### src/rtl/seg_scan_decoder.sv
// rtl/seg_scan_decoder.sv - 7-seg scan bus reader that rebuilds 32-bit frames (option: SEG_DECODE_BLANK_EN)
module seg_scan_decoder #(
   parameter int SETTLE_CYCLES  = 4,
   parameter int TIMEOUT_CYCLES = 500000,
   parameter int STABLE_FRAMES  = 3
) (
   input  logic        clk,
   input  logic        rst,
   input  logic [2:0]  seg_an,
   input  logic [3:0]  seg_data,
   output logic [31:0] frame_data,
   output logic [7:0]  frame_mask,
   output logic        frame_valid,
   output logic        stable,
   output logic        idle
);

   localparam int SW = $clog2(SETTLE_CYCLES + 1);
   localparam int TW = $clog2(TIMEOUT_CYCLES + 1);
   localparam int MW = $clog2(STABLE_FRAMES + 1);

   localparam logic [SW-1:0] SETTLE_LAST  = SW'(SETTLE_CYCLES - 1);
   localparam logic [SW-1:0] SETTLE_MAX   = SW'(SETTLE_CYCLES);
   localparam logic [TW-1:0] TIMEOUT_LAST = TW'(TIMEOUT_CYCLES - 1);
   localparam logic [TW-1:0] TIMEOUT_MAX  = TW'(TIMEOUT_CYCLES);
   localparam logic [MW-1:0] MATCH_MAX    = MW'(STABLE_FRAMES - 1);

   typedef enum logic [1:0] {ST_IDLE, ST_TRACK, ST_LOCKED} state_t;

   state_t        state, state_n;
   logic [2:0]    an_s1, an_s2;
   logic [3:0]    data_s1, data_s2;
   logic [6:0]    s_prev;
   logic          changed;
   logic [SW-1:0] settle_cnt, settle_n;
   logic [TW-1:0] idle_cnt;
   logic [MW-1:0] match_cnt, match_n;
   logic [31:0]   shadow, merged;
   logic [7:0]    seen;
   logic [2:0]    last_idx;
   logic          accept, timeout, wrap, commit, same;

   assign changed = ({an_s2, data_s2} != s_prev);
   assign idle    = (state == ST_IDLE);

   // Two-flop synchroniser on the scan bus plus one delayed copy for change detection
   always_ff @(posedge clk or posedge rst) begin
      if (rst) begin
         an_s1   <= '0;
         an_s2   <= '0;
         data_s1 <= '0;
         data_s2 <= '0;
         s_prev  <= '0;
      end else begin
         an_s1   <= seg_an;
         an_s2   <= an_s1;
         data_s1 <= seg_data;
         data_s2 <= data_s1;
         s_prev  <= {an_s2, data_s2};
      end
   end

   // FSM and settle counter registers
   always_ff @(posedge clk or posedge rst) begin
      if (rst) begin
         state      <= ST_IDLE;
         settle_cnt <= '0;
      end else begin
         state      <= state_n;
         settle_cnt <= settle_n;
      end
   end

   // Next state: debounce each {an,data} pair, accept once it has held long enough, drop out on inactivity
   always_comb begin
      state_n  = state;
      settle_n = settle_cnt;
      accept   = 1'b0;
      timeout  = 1'b0;
      case (state)
         ST_IDLE: begin
            if (changed) begin
               state_n  = ST_TRACK;
               settle_n = SW'(1);
            end
         end
         ST_TRACK: begin
            if (changed) begin
               settle_n = SW'(1);
            end else if (settle_cnt >= SETTLE_LAST) begin
               accept   = 1'b1;
               state_n  = ST_LOCKED;
               settle_n = SETTLE_MAX;
            end else begin
               settle_n = settle_cnt + 1'b1;
            end
         end
         ST_LOCKED: begin
            if (changed) begin
               state_n  = ST_TRACK;
               settle_n = SW'(1);
            end
         end
         default: state_n = ST_IDLE;
      endcase
      if (state != ST_IDLE && !accept && idle_cnt >= TIMEOUT_LAST) begin
         timeout = 1'b1;
         state_n = ST_IDLE;
      end
   end

   // Frame merge and stability match; a lower digit index than the last one marks a new scan pass
   always_comb begin
      merged = '0;
      for (int i = 0; i < 8; i++) begin
`ifdef SEG_DECODE_BLANK_EN
         merged[4*i +: 4] = seen[i] ? shadow[4*i +: 4] : 4'h0;
`else
         merged[4*i +: 4] = seen[i] ? shadow[4*i +: 4] : frame_data[4*i +: 4];
`endif
      end
      wrap    = accept && (an_s2 < last_idx);
      commit  = (wrap || timeout) && (seen != 8'h00);
      same    = (merged == frame_data) && (seen == frame_mask);
      match_n = '0;
      if (same) begin
         match_n = (match_cnt >= MATCH_MAX) ? match_cnt : match_cnt + 1'b1;
      end
   end

   // Shadow buffer, committed frame, stability tracking and inactivity counter
   always_ff @(posedge clk or posedge rst) begin
      if (rst) begin
         frame_data  <= '0;
         frame_mask  <= '0;
         frame_valid <= 1'b0;
         stable      <= 1'b0;
         shadow      <= '0;
         seen        <= '0;
         last_idx    <= '0;
         idle_cnt    <= '0;
         match_cnt   <= '0;
      end else begin
         frame_valid <= commit;
         if (commit) begin
            frame_data <= merged;
            frame_mask <= seen;
         end
         if (timeout) begin
            match_cnt <= '0;
            stable    <= 1'b0;
            seen      <= '0;
            last_idx  <= '0;
         end else begin
            if (commit) begin
               match_cnt <= match_n;
               stable    <= (match_n == MATCH_MAX);
            end
            if (accept) begin
               shadow[{an_s2, 2'b00} +: 4] <= data_s2;
               last_idx <= an_s2;
               seen     <= wrap ? (8'b1 << an_s2) : (seen | (8'b1 << an_s2));
            end
         end
         if (state == ST_IDLE || accept || timeout) begin
            idle_cnt <= '0;
         end else if (idle_cnt != TIMEOUT_MAX) begin
            idle_cnt <= idle_cnt + 1'b1;
         end
      end
   end

endmodule
### config.mk
export PLATFORM = sky130hd
export DESIGN_NAME = seg_scan_decoder
export DESIGN_NICKNAME = d
export VERILOG_FILES = /design/src/rtl/seg_scan_decoder.sv
export SDC_FILE = /design/constraint.sdc
export NUM_CORES = 1
export LEC_CHECK = 0
export BUFFER_PORTS_ARGS = -buffer_cell sky130_fd_sc_hd__clkbuf_2
export CAP_MARGIN = 30
export CELL_PAD_IN_SITES_DETAIL_PLACEMENT = 0
export CELL_PAD_IN_SITES_GLOBAL_PLACEMENT = 1
export CORE_ASPECT_RATIO = 1.4
export CORE_MARGIN = 1.5
export CORE_UTILIZATION = 48
export DETAILED_ROUTE_END_ITERATION = 10
export PLACE_DENSITY = 0.8
export SYNTH_ARGS = -nofsm -noshare
export SYNTH_HDL_FRONTEND = slang
export SYNTH_SLANG_ARGS = --single-unit
### constraint.sdc
create_clock -name clk -period 6.9 [get_ports clk]
set_input_delay 2.07 -clock clk [delete_from_list [all_inputs] [get_ports clk]]
set_output_delay 2.07 -clock clk [all_outputs]
set_load 0.05 [all_outputs]
==> metrics.csv, run 1 <==
metric;value;unit
htreeDepth;4;
via_per_inst;5.60;
ir_drop;0.170;mV
drtAntennaViolNets;0;
hp-class;flip-flop to flip-flop;
powerDensity;272;mW/mm^2
min_period;3.66;ns
drc;4;
ctsResizeCount;0;
criticalPathCategory;flip-flop to output pin;
initialDrtViolationCount;179;
fin_skew;0.00866;ns
setup_ws;3.24;ns
clkLatencyLatePin;0.41;ns
cp_top_family;flip-flops;
holdBufCountCts;0;
cts_tree;done;
max_stage_delay;0.48;ns
synth_seq_cells;132;
yosys_warnings;0;
multi_input_area;0.00269;mm^2
n_antenna_cell;0;
leakagePower;3.56;nW
end_kind;output pin;
cts_inserted_buffers;17;
setup_violations;0;
place_inst;707;
stdcell_area;0.00722;mm^2
required;4.83;ns
fp-row-count;48;
clk_pin_slew;0.05;ns
cp-start-kind;flip-flop;
cts.sinks;132;
syn_area_per_cell;11.8;um^2
fmax;273;MHz
synth_edf_count;0;
antenna_found_initial;0;
track_usage;21.6;%
worstMarginPinSlew;0.812;ns
violations;DRC;
fin_nets;598;
grt_pass1_vias;4275;
cts_buffer_depth;2;
drive_gt1_share;17.7;%
cp_num_buf_inv;2;
dieHeight;137;um
clock-root-buffer;clkbuf_16;
slew_headroom;45.9;%
synth_cells;524;
portBuffers;51;
synth_async_sr_flop_share;100;%
synthesis.area;0.00617;mm^2
fin_crit_sh;53.0;%
worstPathArrival;1.59;ns
final_common_cell;dfrtp_1;
area.sequential;0.00330;mm^2
grt_max_degree;67;
routed_wl;13400;um
yosysSeqAreaShare;53.5;%
syn_to_final_growth;17.1;%
num-fill-cells;1056;
worst-path-max-fanout;11;
cp_slowest_cell;dfrtp_1;
core_area;0.0124;mm^2
vias;4134;
dp.final_hpwl;9650;um
grt_pass1_wl;22300;um
path_cells;or2_2, inv_1, clkbuf_2;
stdcell_count;738;
final_cell_mix;132 x dfrtp_1, 62 x mux2_1, 51 x clkbuf_2, 39 x nor2_1, 26 x nand2_1;
routedWlPerCell;18.2;um
place_area;0.00656;mm^2
overflow;0;
start_util;49.6;%
fin_tns_setup;0;ns
outcome;complete, but fails checks;
hold_violations;0;
synthFlopType;dfrtp_1;
dieArea;0.0136;mm^2
pre_cts_slack;3.59;ns
synth_fp_nets;546;
postCtsSetupBuffers;0;
rsz0062_at_grt;false;
synth_cell_types;58;
fp.dieW;98.8;um
max_cap_viol_count;0;
drt_pre_antenna_iters;7;
finalMaxSlewViolations;0;
num_io_pins;52;
globalplace.congestion;0.820;
## synth_stat cells (all sizes together) (4+ instances only)
| cell | instances | share of area (%) |
|---|---|---|
| nor4 | 6 | 0.81 |
| xnor2 | 21 | 3.0 |
| o22ai | 4 | 0.41 |
| dfrtp | 132 | 54 |
| nor2 | 40 | 2.6 |
| and2 | 4 | 0.41 |
| mux2 | 63 | 11 |
| nand3b | 9 | 1.1 |
| o31ai | 4 | 0.49 |
| xor2 | 25 | 3.5 |
| nor3 | 8 | 0.97 |
| clkbuf | 11 | 0.67 |
| nand4 | 5 | 0.51 |
| nor2b | 8 | 0.81 |
| buf | 10 | 0.89 |
| ha | 13 | 2.6 |
| nand3 | 19 | 1.5 |
| nand2b | 9 | 0.91 |
| o21ai | 24 | 2.6 |
| inv | 21 | 1.3 |
| nand2 | 26 | 1.6 |
| a211oi | 5 | 0.61 |
| a21oi | 5 | 0.41 |
| o2111ai | 5 | 0.71 |
| a22o | 14 | 2.0 |
## worst paths after layout
path | start | to | slack (ns) | depth (start not counted)
setup reg to reg | settle_cnt[0] | frame_mask[2] | 3.88 | 8
hold reg to reg | an_s1[1] | an_s2[1] | 0.35 | 0
hold / removal | an_s1[1] | an_s2[1] | 0.35 | 0
max in group asynchronous | rst | an_s2[0] | 4.06 | 4
min in group asynchronous | rst | data_s2[3] | 1.73 | 2
setup / recovery | state[0] | idle | 3.24 | 3
## final cells by class
cell class	count	share of cell area, %
sequential	132	45.7
clock buffer	21	6.37
tap	150	2.60
clock inverter	10	2.81
inverter	21	1.13
multi-input combinational	350	37.3
timing repair buffer	54	4.12
## power by group
group	switching, W	total, W	internal (W)	leakage, nW
Sequential	0.0000410	0.000842	0.000801	1.77
Clock	0.000320	0.00101	0.000693	0.323
Combinational	0.0000642	0.000111	0.0000473	1.46
## worst register-to-register path, stage by stage, from the launching register on
cell	delay, ns
dfrtp_1	0.42
ha_1	0.18
ha_1	0.16
a211o_1	0.16
nand2_1	0.15
nor3_2	0.35
and2_1	0.73
or2_0	0.56
a22o_1	0.24
## layer usage
metal | track usage, % | vias to the layer above | routed length (um)
met5 | 0 | - | 0
met4 | 7.22 | 0 | 220
met3 | 4.95 | 17 | 460
met2 | 39.2 | 75 | 7200
met1 | 25.3 | 2084 | 5520
li1 | - | 1958 | -
## cells by family after synthesis
family                     after synthesis  share of synthesized area, %
buffers and inverters                   42                          2.84
DFF                                    132                          53.5
adders and majority gates               13                          2.64
AOI/OAI and AO/OA                       79                          9.86
and+or+nand+nor                        148                          12.9
xor gates and xnor gates                46                          6.53
muxes                                   64                          11.7
## flip-flops by register name (all words and copies together), names as in the netlist, 4 cells and up
signal,cells
shadow,32
data_s1,4
frame_data,32
frame_mask,8
s_prev,7
idle_cnt,19
seen,8
data_s2,4
## stage by stage
| stage | hold slack (ns) | util [%] | power (W) |
|---|---|---|---|
| floorplan | 0.331 | - | 0.000935 |
| global placement | 0.334 | 52.6 | 0.000962 |
| detailed placement | 0.335 | 52.8 | 0.000969 |
| CTS | 0.347 | 58.1 | 0.00198 |
| global route | 0.361 | 58.1 | 0.00204 |
| finish | 0.346 | 58.1 | 0.00197 |
Note: power is estimated with default switching activity, not from simulation.
==> run 2: changes to the inputs <==
--- a/config.mk
+++ b/config.mk
@@ -5,15 +5,16 @@
 export SDC_FILE = /design/constraint.sdc
 export NUM_CORES = 1
 export LEC_CHECK = 0
+export ABC_AREA = 1
 export BUFFER_PORTS_ARGS = -buffer_cell sky130_fd_sc_hd__clkbuf_2
 export CAP_MARGIN = 30
 export CELL_PAD_IN_SITES_DETAIL_PLACEMENT = 0
 export CELL_PAD_IN_SITES_GLOBAL_PLACEMENT = 1
 export CORE_ASPECT_RATIO = 1.4
 export CORE_MARGIN = 1.5
-export CORE_UTILIZATION = 48
+export CORE_UTILIZATION = 40
 export DETAILED_ROUTE_END_ITERATION = 10
-export PLACE_DENSITY = 0.8
+export PLACE_DENSITY = 0.76
 export SYNTH_ARGS = -nofsm -noshare
 export SYNTH_HDL_FRONTEND = slang
 export SYNTH_SLANG_ARGS = --single-unit
==> constraint.sdc (replaced) <==
create_clock -name clk -period 3.06 [get_ports clk]
set_input_delay 0.918 -clock clk [delete_from_list [all_inputs] [get_ports clk]]
set_output_delay 0.918 -clock clk [all_outputs]
set_load 0.05 [all_outputs]
==> metrics.csv, run 2 <==
metric;value;unit
yosys_warnings;0;
crit_top_cell;nand2_1;
whs;0.341;ns
track_usage;19.1;%
max_cap_viol_count;0;
drt_pre_antenna_iters;5;
path_cells;inv_2, nand2_1, nand2_1, nor2_1, nand2_1, nor2_4, nand3_4, clkinv_2, nand3_1, nor2_1, inv_1, o21ai_0;
cts_tree;done;
leakagePower;3.74;nW
grt_pass1_wl;25800;um
synth_edf_count;0;
yosys.area_share.xor_xnor;1.86;%
via_per_inst;4.88;
cp_slowest_cell;dfrtp_1;
vias;5372;
cp_top_family;simple AND/OR/NAND/NOR gates;
stdcell_count;1101;
synth_compound_area_share;10.9;%
reg2reg_from;an_s2[0];
stdcell_area;0.00765;mm^2
netlist.area_leader.share;50.2;%
globalplace.congestion;0.815;
place_inst;1069;
dieHeight;155;um
hp-class;flip-flop to flip-flop;
routed_wl;15400;um
fp.dieW;111;um
clk_pin_slew;0.06;ns
routedWlPerCell;14.0;um
max_stage_delay;0.48;ns
synth_top_family_by_area;simple AND/OR/NAND/NOR gates;
dp.final_hpwl;11200;um
setup_violations;0;
synth_cell_types;36;
cts.sinks;132;
end_kind;flip-flop;
grt_max_degree;133;
fin_skew;0.00846;ns
finalMaxSlewViolations;0;
worst-path-max-fanout;13;
ctsResizeCount;0;
area.sequential;0.00330;mm^2
htreeDepth;4;
drive_gt1_share;11.0;%
final_cell_mix;211 x nand2_1, 132 x dfrtp_1, 123 x inv_1, 78 x o21ai_0, 75 x nand3_1;
final_common_cell;nand2_1;
synth_fp_nets;858;
initialDrtViolationCount;338;
fin_nets;911;
outcome;completed;
synth-adder-area-share;2.47;%
hold_depth;0;
cts_inserted_buffers;17;
fmax;400;MHz
rr_worst_depth;12;
timing.rr.end;shadow[31];
hold_violations;0;
top_regs;frame_data (32), shadow (32), idle_cnt (19);
multi_input_area;0.00269;mm^2
portBuffers;51;
rrSetupSlack;0.56;ns
ir_drop;0.433;mV
worstPathArrival;2.82;ns
num_io_pins;52;
synth_top_cell_by_area;dfrtp_1;
synthFlopType;dfrtp_1;
cts_buffer_depth;2;
required;3.39;ns
start_util;40.9;%
place_area;0.00705;mm^2
rsz0062_at_grt;false;
syn_to_final_growth;16.3;%
dieArea;0.0172;mm^2
synthesis.area;0.00658;mm^2
powerDensity;573;mW/mm^2
fin_crit_sh;81.7;%
synth_seq_cells;132;
cp_num_buf_inv;3;
synthSimpleGateAreaFrac;25.0;%
core_area;0.0161;mm^2
drtAntennaViolNets;0;
postCtsSetupBuffers;0;
synth_area_leaders;dfrtp_1 50%, nand2_1 12%, inv_1 7.1%, o21ai_0 5.9%, nand3_1 5.7%;
synth_cells;836;
overflow;0;
slew_headroom;51.6;%
holdBufCountCts;0;
min_to;data_s2[0];
min_from;data_s1[0];
num-fill-cells;1646;
synth_async_sr_flop_share;100;%
synth.most_common_cell;nand2_1;
grt_pass1_vias;5301;
n_antenna_cell;0;
synth_common_cells;211 x nand2_1, 132 x dfrtp_1, 124 x inv_1;
worstMarginPinSlew;0.725;ns
cp-start-kind;flip-flop;
clkLatencyLatePin;0.42;ns
fp-row-count;55;
antenna_found_initial;0;
fin_tns_setup;0;ns
clock-root-buffer;clkbuf_16;
syn_area_per_cell;7.87;um^2
min_period;2.50;ns
drc;0;
yosysSeqAreaShare;50.2;%
criticalPathCategory;flip-flop to flip-flop;
synthMuxAreaShare;0.609;%
[run 2: cell count changes after synthesis, sizes merged, moves of 16 or more]
| cell | change |
|---|---|
| inv | +105 |
| xor2 | -16 |
| o21ai | +64 |
| nand2 | +186 |
| o22ai | +21 |
| nand3 | +58 |
| mux2 | -63 |
| nor2 | +31 |
| xnor2 | -16 |
[run 2: cell type report]
| type | count | share of cell area, % |
|---|---|---|
| multi-input cells | 552 | 35.1 |
| well taps | 199 | 3.25 |
| flip-flops and latches | 132 | 43.2 |
| clock buffers | 23 | 6.25 |
| repair buffers | 59 | 4.28 |
| inverters | 127 | 6.30 |
| clock inverters | 9 | 1.65 |
[run 2: metal layers]
metal / wire [um] / global-route usage [%]
met1: 6290 / 21.2
met2: 8390 / 35.5
met3: 368 / 4.04
met4: 364 / 7.66
met5: 0 / 0
[run 2: worst max path at each step]
stage,startpoint,end,slack (ns),cells past startpoint
global placement,data_s2[1],shadow[31],0.64,12
global route,an_s2[0],shadow[15],0.27,12
floorplan,rst,an_s1[0],0.50,1
CTS,data_s2[1],shadow[15],0.53,11
finish,an_s2[0],shadow[31],0.56,12
detailed placement,data_s2[1],shadow[15],0.55,11
[run 2: power breakdown]
group	total [W]	switching [W]	internal, W
combinational	0.000391	0.000261	0.000130
sequential	0.00190	0.0000809	0.00182
clock	0.00209	0.000746	0.00134
total	0.00438	0.00109	0.00329
[run 2: logic make-up (layout without fill, tap and decap cells)]
family                     count (synthesis)  count (layout)
adders and majority gates                 13              13
xor gates and xnor gates                  14              14
DFF                                      132             132
muxes                                      4               4
buffers and inverters                    152             218
AOI/OAI and AO/OA                        132             132
and+or+nand+nor                          389             389
[run 2: per-stage QoR]
stage	utilization [%]	power, W	setup WS, ns
global route	47.5	0.00459	0.270
CTS	47.5	0.00443	0.526
finish	47.5	0.00438	0.561
floorplan	-	0.00221	0.505
global placement	43.8	0.00233	0.641
detailed placement	43.8	0.00233	0.546
